`src/rtl/noc_pci_gather_pkg.sv`:
```
// Shared NoC/PCIe geometry for the gather (return) path and the scatter side.
// Also holds the header field offsets inside a flit.
package noc_pci_gather_pkg;

  localparam int NPG_DATA_W  = 32;
  localparam int NPG_X_W     = 2;
  localparam int NPG_Y_W     = 2;
  localparam int NPG_TOTAL_W = NPG_DATA_W + NPG_X_W + NPG_Y_W;
  localparam int NPG_PCI_W   = 256;
  localparam int NPG_LANES   = NPG_PCI_W / NPG_DATA_W;

  // Header sits directly above the payload: x first, then y.
  localparam int NPG_HDR_X_LSB = NPG_DATA_W;
  localparam int NPG_HDR_Y_LSB = NPG_DATA_W + NPG_X_W;

  function automatic int npg_fill_width(input int lanes);
    return $clog2(lanes + 1);
  endfunction

endpackage

```
`src/rtl/noc_pci_gather_lane_asm.sv`:
```
// Assembly register: lane array, fill counter and lane write decode.
// Exposes a look-ahead view that already includes this cycle's write.
module gather_lane_asm
  import noc_pci_gather_pkg::*;
#(
  parameter int DATA_W = NPG_DATA_W,
  parameter int LANES  = NPG_LANES,
  parameter int FILL_W = npg_fill_width(NPG_LANES)
) (
  input  logic                     clk,
  input  logic                     rst,
  input  logic                     wr_en_i,
  input  logic [DATA_W-1:0]        wr_data_i,
  input  logic                     clr_i,
  output logic [LANES*DATA_W-1:0]  word_nxt_o,
  output logic [FILL_W-1:0]        fill_o,
  output logic [FILL_W-1:0]        fill_nxt_o,
  output logic                     full_o
);

  logic [DATA_W-1:0] lanes_q [LANES];
  logic [DATA_W-1:0] lanes_d [LANES];
  logic [FILL_W-1:0] fill_q;
  logic [FILL_W-1:0] fill_d;

  always_comb begin
    for (int k = 0; k < LANES; k++) begin
      lanes_d[k] = lanes_q[k];
      if (wr_en_i && (fill_q == FILL_W'(k))) begin
        lanes_d[k] = wr_data_i;
      end
    end
    fill_d = fill_q + FILL_W'(wr_en_i);
  end

  always_comb begin
    word_nxt_o = '0;
    for (int k = 0; k < LANES; k++) begin
      word_nxt_o[DATA_W*k +: DATA_W] = lanes_d[k];
    end
  end

  assign fill_o     = fill_q;
  assign fill_nxt_o = fill_d;
  assign full_o     = (fill_q == FILL_W'(LANES));

  // Clearing lanes on transfer keeps unused lanes of the next beat at zero.
  always_ff @(posedge clk) begin
    if (rst || clr_i) begin
      fill_q <= '0;
      for (int k = 0; k < LANES; k++) begin
        lanes_q[k] <= '0;
      end
    end else begin
      fill_q <= fill_d;
      for (int k = 0; k < LANES; k++) begin
        lanes_q[k] <= lanes_d[k];
      end
    end
  end

endmodule

```
`src/rtl/noc_pci_gather.sv`:
```
// Gathers mesh result flits at node (0,0) into 256-bit PCIe beats.
// Assembly register plus output register give one beat of slack against PCIe backpressure.
module noc_pci_gather
  import noc_pci_gather_pkg::*;
#(
  parameter int DATA_W  = NPG_DATA_W,
  parameter int X_W     = NPG_X_W,
  parameter int Y_W     = NPG_Y_W,
  parameter int TOTAL_W = DATA_W + X_W + Y_W,
  parameter int LANES   = NPG_PCI_W / DATA_W,
  parameter int TIMEOUT = 64
) (
  input  logic                    clk,
  input  logic                    rst,
  input  logic                    i_valid,
  input  logic [TOTAL_W-1:0]      i_data,
  output logic                    o_ready,
  input  logic                    i_flush,
  output logic [NPG_PCI_W-1:0]    o_data_pci,
  output logic [LANES-1:0]        o_keep_pci,
  output logic                    o_valid_pci,
  input  logic                    i_ready_pci
);

  localparam int PCI_W  = NPG_PCI_W;
  localparam int FILL_W = npg_fill_width(LANES);
  localparam int IDLE_W = (TIMEOUT > 0) ? $clog2(TIMEOUT + 1) : 1;

  logic              accept;
  logic              drain;
  logic              out_free;
  logic              tmo_hit;
  logic              soft_close;
  logic              close;
  logic              transfer;
  logic              full;
  logic [FILL_W-1:0] fill;
  logic [FILL_W-1:0] fill_nxt;
  logic [PCI_W-1:0]  word_nxt;
  logic [LANES-1:0]  keep_nxt;

  logic [IDLE_W-1:0] idle_q, idle_d;
  logic              flush_pend_q, flush_pend_d;
  logic              out_valid_q, out_valid_d;
  logic [PCI_W-1:0]  out_data_q, out_data_d;
  logic [LANES-1:0]  out_keep_q, out_keep_d;

  // Routing header is not needed past the exit node.
  logic unused_hdr;
  assign unused_hdr = ^i_data[TOTAL_W-1:DATA_W];

  gather_lane_asm #(
    .DATA_W (DATA_W),
    .LANES  (LANES),
    .FILL_W (FILL_W)
  ) u_asm (
    .clk        (clk),
    .rst        (rst),
    .wr_en_i    (accept),
    .wr_data_i  (i_data[DATA_W-1:0]),
    .clr_i      (transfer),
    .word_nxt_o (word_nxt),
    .fill_o     (fill),
    .fill_nxt_o (fill_nxt),
    .full_o     (full)
  );

  // Handshakes: a flit moves when i_valid && o_ready; a beat moves when
  // o_valid_pci && i_ready_pci. Beat contents are frozen while it waits.
  assign o_ready  = !full;
  assign accept   = i_valid && !full;
  assign drain    = out_valid_q && i_ready_pci;
  assign out_free = !out_valid_q || drain;

  assign tmo_hit    = (TIMEOUT != 0) && (idle_q == IDLE_W'(TIMEOUT)) && (fill != '0);
  assign soft_close = (i_flush && (fill_nxt != '0)) || tmo_hit;
  assign close      = (fill_nxt == FILL_W'(LANES)) || soft_close || flush_pend_q;
  assign transfer   = close && out_free && (fill_nxt != '0);

  always_comb begin
    for (int k = 0; k < LANES; k++) begin
      keep_nxt[k] = (FILL_W'(k) < fill_nxt);
    end
  end

  always_comb begin
    idle_d       = idle_q;
    flush_pend_d = flush_pend_q;
    out_valid_d  = out_valid_q;
    out_data_d   = out_data_q;
    out_keep_d   = out_keep_q;

    if (accept || transfer) begin
      idle_d = '0;
    end else if ((fill != '0) && !flush_pend_q && (idle_q != IDLE_W'(TIMEOUT))) begin
      idle_d = idle_q + 1'b1;
    end

    // A blocked flush/timeout close waits here until the output frees up.
    if (transfer) begin
      flush_pend_d = 1'b0;
    end else if (soft_close) begin
      flush_pend_d = 1'b1;
    end

    if (transfer) begin
      out_valid_d = 1'b1;
      out_data_d  = word_nxt;
      out_keep_d  = keep_nxt;
    end else if (drain) begin
      out_valid_d = 1'b0;
      out_data_d  = '0;
      out_keep_d  = '0;
    end
  end

  always_ff @(posedge clk) begin
    if (rst) begin
      idle_q       <= '0;
      flush_pend_q <= 1'b0;
      out_valid_q  <= 1'b0;
      out_data_q   <= '0;
      out_keep_q   <= '0;
    end else begin
      idle_q       <= idle_d;
      flush_pend_q <= flush_pend_d;
      out_valid_q  <= out_valid_d;
      out_data_q   <= out_data_d;
      out_keep_q   <= out_keep_d;
    end
  end

  assign o_valid_pci = out_valid_q;
  assign o_data_pci  = out_data_q;
  assign o_keep_pci  = out_keep_q;

endmodule

```
`config.mk`:
```
export PLATFORM = sky130hd
export DESIGN_NAME = noc_pci_gather
export DESIGN_NICKNAME = d
export VERILOG_FILES = /design/src/rtl/noc_pci_gather_pkg.sv /design/src/rtl/noc_pci_gather_lane_asm.sv /design/src/rtl/noc_pci_gather.sv
export SDC_FILE = /design/constraint.sdc
export NUM_CORES = 1
export LEC_CHECK = 0
export CAP_MARGIN = 15
export CORE_MARGIN = 5
export CORE_UTILIZATION = 40
export CTS_CLUSTER_SIZE = 10
export DETAILED_ROUTE_END_ITERATION = 16
export PLACE_DENSITY = 0.7
export SETUP_SLACK_MARGIN = 0.2
export SYNTH_ARGS = -nofsm -noshare
export SYNTH_HDL_FRONTEND = slang
export SYNTH_SLANG_ARGS = --single-unit
export TNS_END_PERCENT = 10
```
`constraint.sdc`:
```
create_clock -name clk -period 3.87 [get_ports clk]
set_clock_uncertainty 0.1 [all_clocks]
set_input_delay 0.5805 -clock clk [delete_from_list [all_inputs] [get_ports clk]]
set_output_delay 0.5805 -clock clk [all_outputs]
set_load 0.03 [all_outputs]
```
### Word level (Yosys, flattened, before mapping)

Memories as Yosys holds them, arrays and structs flattened.
Index checks and enable logic that the tools add are counted.

* bits in registers: 277
* bits in writable memories: 256
* bits of input ports: 41
* memories: 1

* $add $sub $neg: 2
* $lt $le $gt $ge: 8
* equality and inequality tests: 11
* multiplexer cells: 25
* bitwise operators: 8
* reductions and logical operators: 31

Memory list
* u_asm.lanes_q: words 8, width 32, read ports 8, clocked after memory_dff 0, write ports 8, line noc_pci_gather_lane_asm.sv:21 `logic [DATA_W-1:0] lanes_q [LANES];`

Operators by type and width (count)
* $mux W256: 2
* $mux W32: 16
* $eq A4 B3 Y1 const B: 4
* $logic_and A1 B1 Y1: 16
* $lt A3 B4 Y1 const A: 4
* $mux W8: 2
* $eq A4 B2 Y1 const B: 2
* $eq A4 B4 Y1 const B: 2
* $lt A1 B4 Y1 const A: 2
* $lt A2 B4 Y1 const A: 2
* $or A1 B1 Y1: 8
* $reduce_bool A4 Y1: 2
* $add A7 B1 Y7 const B: 1
* $eq A7 B7 Y1 const B: 1
* $ne A7 B7 Y1 const B: 1
* $logic_or A1 B1 Y1: 6
* $mux W1: 5
* $add A4 B1 Y4: 1
* $eq A4 B1 Y1 const B: 1
* $logic_not A4 Y1: 1
* $reduce_or A2 Y1: 2
* $logic_not A1 Y1: 3
* $reduce_bool A2 Y1: 1

### Depth between registers and ports, before layout

Gate-level depths: netlist of run 1.

* word-level depth: 15
* mapped depth: 14
* gate-level depth less buffers: 10

### Cells and area by module

From an unflattened synthesis of run 1, not the netlist that was laid out.

* cells, all modules: 1865
* area, all modules: 21459.3 um^2

Modules (own cells, without submodules)
* gather_lane_asm: times used 1, cells each 1169, area each 12424.4 um^2, seq. area each 5205.0 um^2
* noc_pci_gather: times used 1, cells each 696, area each 9034.9 um^2, seq. area each 5445.2 um^2

### Worst setup path after synthesis of run 1

OpenSTA, ideal clock, no wires.

* path kind: flip-flop to flip-flop
* start: register u_asm.fill_q[3], in the netlist u_asm.fill_o[3]
* end: register u_asm.fill_q[2], in the netlist u_asm.fill_o[2]
* data arrival time: 3.168 ns
* slack: 0.476 ns
* stages on the path, launching flop included: 14
* period minus slack after synthesis: 3.394 ns
* cells stage by stage: dfxtp_1 > clkbuf_1 > nand3b_1 > and2_1 > ha_1 > ha_1 > nor2_1 > a21oi_1 > a22oi_1 > a21o_1 > buf_2 > buf_2 > buf_4 > nor2_1

* longest elaborated chain between the ends: 12
* elaborated cells between the ends (all ways): 15

Ends and longest elaborated chain
* start: declaration: line noc_pci_gather_lane_asm.sv:23 `logic [FILL_W-1:0] fill_q;`
* start signal: assignment: line noc_pci_gather_lane_asm.sv:55 `fill_q <= fill_d;`
* $eq A4 B4 Y1 *: line noc_pci_gather_lane_asm.sv:45 `assign full_o = (fill_q == FILL_W'(LANES));`
* $logic_not A1 Y1 *
* net o_ready: line noc_pci_gather.sv:17 `output logic o_ready,`
* $logic_and A1 B1 Y1 *: line noc_pci_gather.sv:71 `assign accept = i_valid && !full;`
* $add A4 B1 Y4 *: line noc_pci_gather_lane_asm.sv:33 `fill_d = fill_q + FILL_W'(wr_en_i);`
* net fill_nxt[1]: line noc_pci_gather.sv:38 `logic [FILL_W-1:0] fill_nxt;`
* $reduce_bool A4 Y1: line noc_pci_gather.sv:76, noc_pci_gather.sv:78
* $logic_and A1 B1 Y1: line noc_pci_gather.sv:76 `assign soft_close = (i_flush && (fill_nxt != '0)) || tmo_hit;`
* $logic_or A1 B1 Y1: line noc_pci_gather.sv:76
* $logic_or A1 B1 Y1 (2 in series): line noc_pci_gather.sv:77 `assign close = (fill_nxt == FILL_W'(LANES)) || soft_close || flush_pend_q;`
* $logic_and A1 B1 Y1: line noc_pci_gather.sv:78 `assign transfer = close && out_free && (fill_nxt != '0);`
* $logic_and A1 B1 Y1 *: line noc_pci_gather.sv:78
* $logic_or A1 B1 Y1 *: line noc_pci_gather_lane_asm.sv:49 `if (rst || clr_i) begin`

The timed path passes the listed nets; every way through them passes the cells marked *.
A chain may end at the register's enable or synchronous reset.

### Worst setup path in the final report of run 1

* start: register u_asm.fill_q[0], in the netlist u_asm.fill_o[0]
* end: register out_data_q[27], in the netlist o_data_pci[27]

* longest elaborated chain between the ends: 12
* elaborated cells between the ends (all ways): 19

Ends and longest elaborated chain
* $eq A4 B4 Y1: line noc_pci_gather_lane_asm.sv:45
* $logic_not A1 Y1: line noc_pci_gather.sv:71
* $logic_and A1 B1 Y1: line noc_pci_gather.sv:71
* $add A4 B1 Y4: line noc_pci_gather_lane_asm.sv:33
* $reduce_bool A4 Y1: line noc_pci_gather.sv:76, noc_pci_gather.sv:78
* $logic_and A1 B1 Y1: line noc_pci_gather.sv:76
* $logic_or A1 B1 Y1: line noc_pci_gather.sv:76
* $logic_or A1 B1 Y1 (2 in series): line noc_pci_gather.sv:77
* $logic_and A1 B1 Y1 (2 in series): line noc_pci_gather.sv:78
* $mux W256 or $reduce_bool A2 Y1 (tied branches)
* end signal: assignment: line noc_pci_gather.sv:128 `out_data_q <= out_data_d;`
* end: declaration: line noc_pci_gather.sv:45 `logic [PCI_W-1:0] out_data_q, out_data_d;`

Parallel ways exist; a longest one is shown, timed or not.

==> flow_metrics.py, run 1 <==
metrics = {
    "route": {
        "vias": 12540,
        "wl_um": 48160,
        "first_pass_iters": 5,
        "drtIter0Drc": 730,
        "antenna_left": 0,
        "drcViolationCount": 0,
        "routedWlPerCell_um": 19.94,
        "viasPerCell": 5.194,
    },
    "clock_tree": {
        "clkTransAtPathRegs_ns": 0.05,
        "clock-sinks": 532,
        "htreeDepth": 2,
        "cts_tree": "yes",
        "cts_made_buffers": 59,
        "cts_buffer_depth": 3,
        "clockRootBuffer": "clkbuf_16",
        "cts_setup_buffers": 0,
        "clock_latency_ns": 0.59,
    },
    "setup_path": {
        "cp_slowest_cell": "a211oi_4",
        "r2r_slack_ns": 0.45,
        "cp-start-kind": "flop",
        "crit_arrival_ns": 3.83,
        "critPathLaunch": "u_asm.fill_o[0]$_SDFF_PP0_",
        "crit_fanout": 48,
        "worstReg2RegEnd": "o_data_pci[27]$_SDFFE_PP0P_",
        "crit_type": "flop to flop",
        "r2r_cells": 12,
        "path_cells": "nor2_1 > nand3b_1 > and2_1 > ha_1 > ha_1 > xnor2_1 > a21oi_2 > a221oi_2 > a211oi_4 > buf_12 > buf_12 > o2bb2ai_1",
        "max_stage_delay_ns": 0.42,
        "crit-reg2reg-launch": "u_asm.fill_o[0]$_SDFF_PP0_",
        "endpoint_kind": "flop",
        "crit_required_ns": 4.28,
    },
    "layout": {
        "fin_nets": 1864,
        "diodes": 0,
        "syn_to_final_growth_pct": 29.83,
        "drive_gt1_frac": 0.07241,
    },
    "synth": {
        "ys_ff_latch": 532,
        "synth_cell_type_count": 44,
        "synth_edf_count": 0,
        "synth_nets": 1596,
        "yosysMostFrequentCell": "dfxtp_1",
        "syn-cell-area_um2": 17780,
        "async_flop_share": 0,
        "synthTopCellsByCount": "dfxtp_1 (532), nor2_1 (276), o2bb2ai_1 (257), mux2i_1 (256), clkbuf_1 (65)",
        "yosys_warnings": 0,
        "synth_cells": 1551,
        "synth_largest_area_cell": "dfxtp_1",
        "ys_top_cells_by_area": "dfxtp_1 (60%), mux2i_1 (14%), o2bb2ai_1 (13%)",
        "synth_area_per_cell_um2": 11.46,
        "synth_top_cell_area_share": 0.5991,
        "synth_top_flop_cell": "dfxtp_1",
        "synth-seq-area-share": 0.5991,
    },
    "sta": {
        "min_period_over_period": 0.8836,
        "rsz0062_at_grt": "no",
        "tightestPinTransition_ns": 0.7434,
        "fin_crit_ns": 3.419,
        "finalSetupTns_ns": 0,
        "timing.final.max_slew_violations": 0,
        "hold_slack_ns": 0.3588,
        "max_freq_mhz": 292.4,
        "slew_headroom": 0.5014,
        "finalHoldViolCount": 0,
        "setup_viol": 0,
    },
    "min_path": {
        "worstHoldEndpoint": "o_data_pci[95]$_SDFFE_PP0P_",
        "hold_start": "o_data_pci[95]$_SDFFE_PP0P_",
        "min_path_type": "flop to flop",
        "hold_depth": 1,
    },
    "global_route": {
        "grtUsageTotal": 0.1920,
        "grt_pass1_vias": 13080,
        "grt_max_degree": 91,
        "overflow": 0,
        "grt_pass1_wl_um": 76870,
        "antenna_found_initial": 0,
    },
    "die": {
        "core-area_um2": 44120,
        "die_y_um": 220.8,
        "initial_core_util": 0.4029,
        "dieArea_um2": 48760,
        "die_w_um": 220.8,
        "io_pins": 307,
        "rows": 77,
    },
    "outcome": {
        "status": "complete, no violations",
    },
    "placement": {
        "dp_hpwl_um": 32040,
        "place.gp.congestion": 0.7847,
        "numPortBuffers": 302,
    },
    "run": {
        "drv_cap": 0,
    },
    "pwr": {
        "p_leak_nw": 7.994,
        "powerDensity_nw_per_um2": 510.9,
        "vdd_drop_max_mv": 0.3818,
    },
}
[layer usage]
| metal | routed length, um | track usage | vias to the layer above |
|---|---|---|---|
| met2 | 22640 | 0.3136 | 312 |
| met5 | 0 | 0 | - |
| met4 | 1117 | 0.06062 | 0 |
| met1 | 22070 | 0.2566 | 6179 |
| met3 | 2331 | 0.04082 | 79 |
| li1 | - | - | 5974 |
[cells by family after synthesis]
| family | share of synthesized area |
|---|---|
| buffers and inverters | 0.04061 |
| multiplexers | 0.1441 |
| AO/OA/AOI/OAI | 0.1372 |
| adder cells (fa/ha/maj) | 0.002815 |
| flip-flops | 0.5991 |
| XOR/XNOR | 0.003941 |
| AND/OR/NAND/NOR | 0.07221 |
[worst max-delay path by stage]
stage / endpoint
after floorplan: u_asm.fill_o[2]$_SDFF_PP0_
after global placement: o_data_pci[220]$_SDFFE_PP0P_
after detailed placement: o_data_pci[117]$_SDFFE_PP0P_
after CTS: o_data_pci[84]$_SDFFE_PP0P_
after global routing: o_data_pci[219]$_SDFFE_PP0P_
final: o_data_pci[27]$_SDFFE_PP0P_
[worst max-delay path, delay by kind of cell (launching register included)]
kind            cells  cell delay (ns)
simple gates        3             0.63
buf+inv             2             0.52
flops               1             0.41
xor+xnor            1             0.21
fa+ha+maj           2             0.45
compound gates      4             0.96
[cell type report]
class,instances,area [um^2]
fillers,3860,21040
flip-flops and latches,532,10650
multi-input cells,865,6479
repair buffers,356,3679
clock buffers,63,1501
well taps,592,740.7
inverters,5,18.77
clock inverters,2,13.76
[through the flow]
step	instances	area [um^2]	worst slack, ns	util	power, mW
floorplan	1551	17780	0.4762	-	6.668
global placement	2350	21560	0.2037	0.4885	7.225
detailed placement	2350	21560	0.1001	0.4885	7.245
CTS	2415	23070	0.4316	0.5229	11.92
global route	2415	23080	0.2112	0.5231	12.25
finish	2415	23080	0.4505	0.5231	11.79
[timing repair]
| item | CTS | global route |
|---|---|---|
| hold buffers | 0 | 0 |
| setup endpoints to repair | 0 | 56 |
| gates resized for setup | 0 | 2 |
[sequential cells by signal, indices dropped and copies added (netlist names)]
register and count:
u_asm.fill_o 4, u_asm.lanes_q 256, o_data_pci 256, idle_q 7
o_keep_pci 8, flush_pend_q 1
[report_power, final]
| group | switching (mW) | internal, mW |
|---|---|---|
| registers | 0.0704 | 5.60 |
| clock network | 1.97 | 2.69 |
| logic | 0.973 | 0.494 |
[cell usage in the layout, fill, tap and decap left out, types with 4 or more instances in the layout]
cell type	count
clkbuf_16	59
xor2_1	5
a21oi_1	5
nand2_1	7
nand3_1	7
ha_1	4
inv_1	5
buf_12	20
buf_4	34
dfxtp_1	532
nor2_1	274
o2bb2ai_1	257
clkdlybuf4s50_1	302
mux2i_1	256
(Power assumes the default switching activity.)
==> run 2, diff against run 1 <==
GPL_TIMING_DRIVEN = 0   (was default)
PLACE_DENSITY = 0.71   (was 0.7)
==> run 2 against run 1 <==
  * Setup slack worse by 0.19 ns
  * Critical path depth is 1 higher
  * Via count rose by 3.4%
  * Hold slack worse by 0.051 ns
  * Sequential power about the same
  * Combinational power is 5% higher
  * Cell count grew 2.8%
  * Largest power group unchanged
  * Routed wire length is 14% higher
  * Clock power grew 2%
==> flow_metrics.py, run 2 (synthesis gave the netlist of run 1 again) <==
metrics = {
    "outcome": {
        "status": "complete, no violations",
    },
    "clock_tree": {
        "clockRootBuffer": "clkbuf_16",
        "clkTransAtPathRegs_ns": 0.05,
        "cts_hold_buffers": 0,
        "cts_made_buffers": 59,
        "htreeDepth": 2,
        "clock_latency_ns": 0.59,
        "cts_tree": "yes",
        "cts_buffer_depth": 3,
        "clock-sinks": 532,
    },
    "layout": {
        "fin_nets": 1931,
        "fill_cells": 3933,
        "drive_gt1_frac": 0.08095,
        "diodes": 0,
        "multi_input_area_um2": 6435,
        "instances_no_fill": 2482,
        "seqCellArea_um2": 10650,
        "final_common_cell": "dfxtp_1",
        "syn_to_final_growth_pct": 28.67,
        "utilization": 0.5184,
        "layout_common_cells": "dfxtp_1 (532), nor2_1 (275), clkdlybuf4s50_1 (269)",
    },
    "pwr": {
        "vdd_drop_max_mv": 0.3271,
        "p_leak_nw": 7.951,
        "powerDensity_nw_per_um2": 522.3,
        "power_mw": 11.95,
    },
    "run": {
        "drv_cap": 0,
    },
    "sta": {
        "tightestPinTransition_ns": 1.082,
        "rsz0062_at_grt": "yes",
        "finalHoldViolCount": 0,
        "max_freq_mhz": 277.1,
        "min_period_over_period": 0.9323,
        "finalSetupTns_ns": 0,
        "worst_slack_ns": 0.2618,
        "fin_crit_ns": 3.608,
        "slew_headroom": 0.2729,
        "timing.final.max_slew_violations": 0,
        "setup_viol": 0,
    },
    "global_route": {
        "antenna_found_initial": 0,
        "grt_max_degree": 15,
        "grtUsageTotal": 0.2177,
        "grt_pass1_vias": 13380,
        "overflow": 0,
        "grt_pass1_wl_um": 83060,
    },
    "setup_path": {
        "path_cells": "clkbuf_2 > nor2_1 > nand3b_1 > and2_1 > ha_1 > ha_1 > or3_1 > o31ai_4 > a221oi_1 > a211oi_4 > buf_12 > clkbuf_1 > o2bb2ai_1",
        "crit_required_ns": 4.28,
        "crit_arrival_ns": 4.02,
        "cpMostUsedCell": "ha_1",
        "crit_fanout": 10,
        "critPathLaunch": "u_asm.fill_o[1]$_SDFF_PP0_",
        "crit_type": "flop to flop",
        "endpoint_kind": "flop",
        "max_stage_delay_ns": 0.49,
        "cp_slowest_cell": "clkbuf_1",
        "crit-reg2reg-launch": "u_asm.fill_o[1]$_SDFF_PP0_",
        "cp-start-kind": "flop",
    },
    "route": {
        "wl_um": 54800,
        "antenna_left": 0,
        "first_pass_iters": 5,
        "drtIter0Drc": 585,
        "vias": 12970,
        "drcViolationCount": 0,
        "routedWlPerCell_um": 22.08,
        "viasPerCell": 5.224,
    },
    "placement": {
        "placed_cells": 2413,
        "dp_hpwl_um": 39660,
        "place.gp.congestion": 0.8154,
        "dp_slack_ns": -0.8217,
        "numPortBuffers": 269,
    },
    "min_path": {
        "min_path_type": "primary input to flop",
        "hold_start": "rst",
    },
    "die": {
        "rows": 77,
        "io_pins": 307,
        "core-area_um2": 44120,
        "die_w_um": 220.8,
        "dieArea_um2": 48760,
        "die_y_um": 220.8,
        "initial_core_util": 0.4029,
    },
}
run 2: final timing paths:
kind,endpoint,depth (start not counted),slack [ns]
setup / recovery,o_data_pci[169]$_SDFFE_PP0P_,13,0.26
hold / removal,o_keep_pci[0]$_SDFFE_PP0P_,2,0.31
setup reg to reg,o_data_pci[169]$_SDFFE_PP0P_,13,0.26
hold reg to reg,o_data_pci[26]$_SDFFE_PP0P_,1,0.36
run 2: repair_timing:
action,CTS,global route
pin swaps,1,1
resized for setup,18,35
setup buffers,3,1
endpoints found under the setup margin,516,510
run 2: routing by layer:
layer	GRT usage	share of wire
met1	0.2834	0.44
met2	0.3543	0.46
met3	0.05076	0.061
met4	0.08243	0.037
met5	0	0
run 2: final cells by class:
cell class | count | share of cell area
Sequential cell | 532 | 0.4656
Multi-Input combinational cell | 865 | 0.2813
Timing Repair Buffer | 274 | 0.1202
Clock buffer | 63 | 0.06520
Buffer | 149 | 0.03282
Tap cell | 592 | 0.03238
Clock inverter | 2 | 0.001696
Inverter | 5 | 0.0008204
run 2: stage by stage:
step                      hold WS (ns)  instance area (um^2)
after floorplan                 0.3558                 17780
after global routing            0.3430                 22880
after CTS                       0.2669                 22830
final                           0.3079                 22880
after global placement          0.3437                 21210
after detailed placement        0.3454                 21230
run 2: critical path: cells and delay by family, from the launching register on:
kind	cells	cell delay (ns)
compound gates	4	0.87
fa+ha+maj	2	0.48
buf+inv	3	0.83
flops	1	0.32
simple gates	4	0.92
run 2: where the power goes:
group          total, mW  switching, mW  internal (mW)
clock               4.75           2.01           2.74
sequential          5.65         0.0533           5.60
combinational       1.55           1.10          0.449
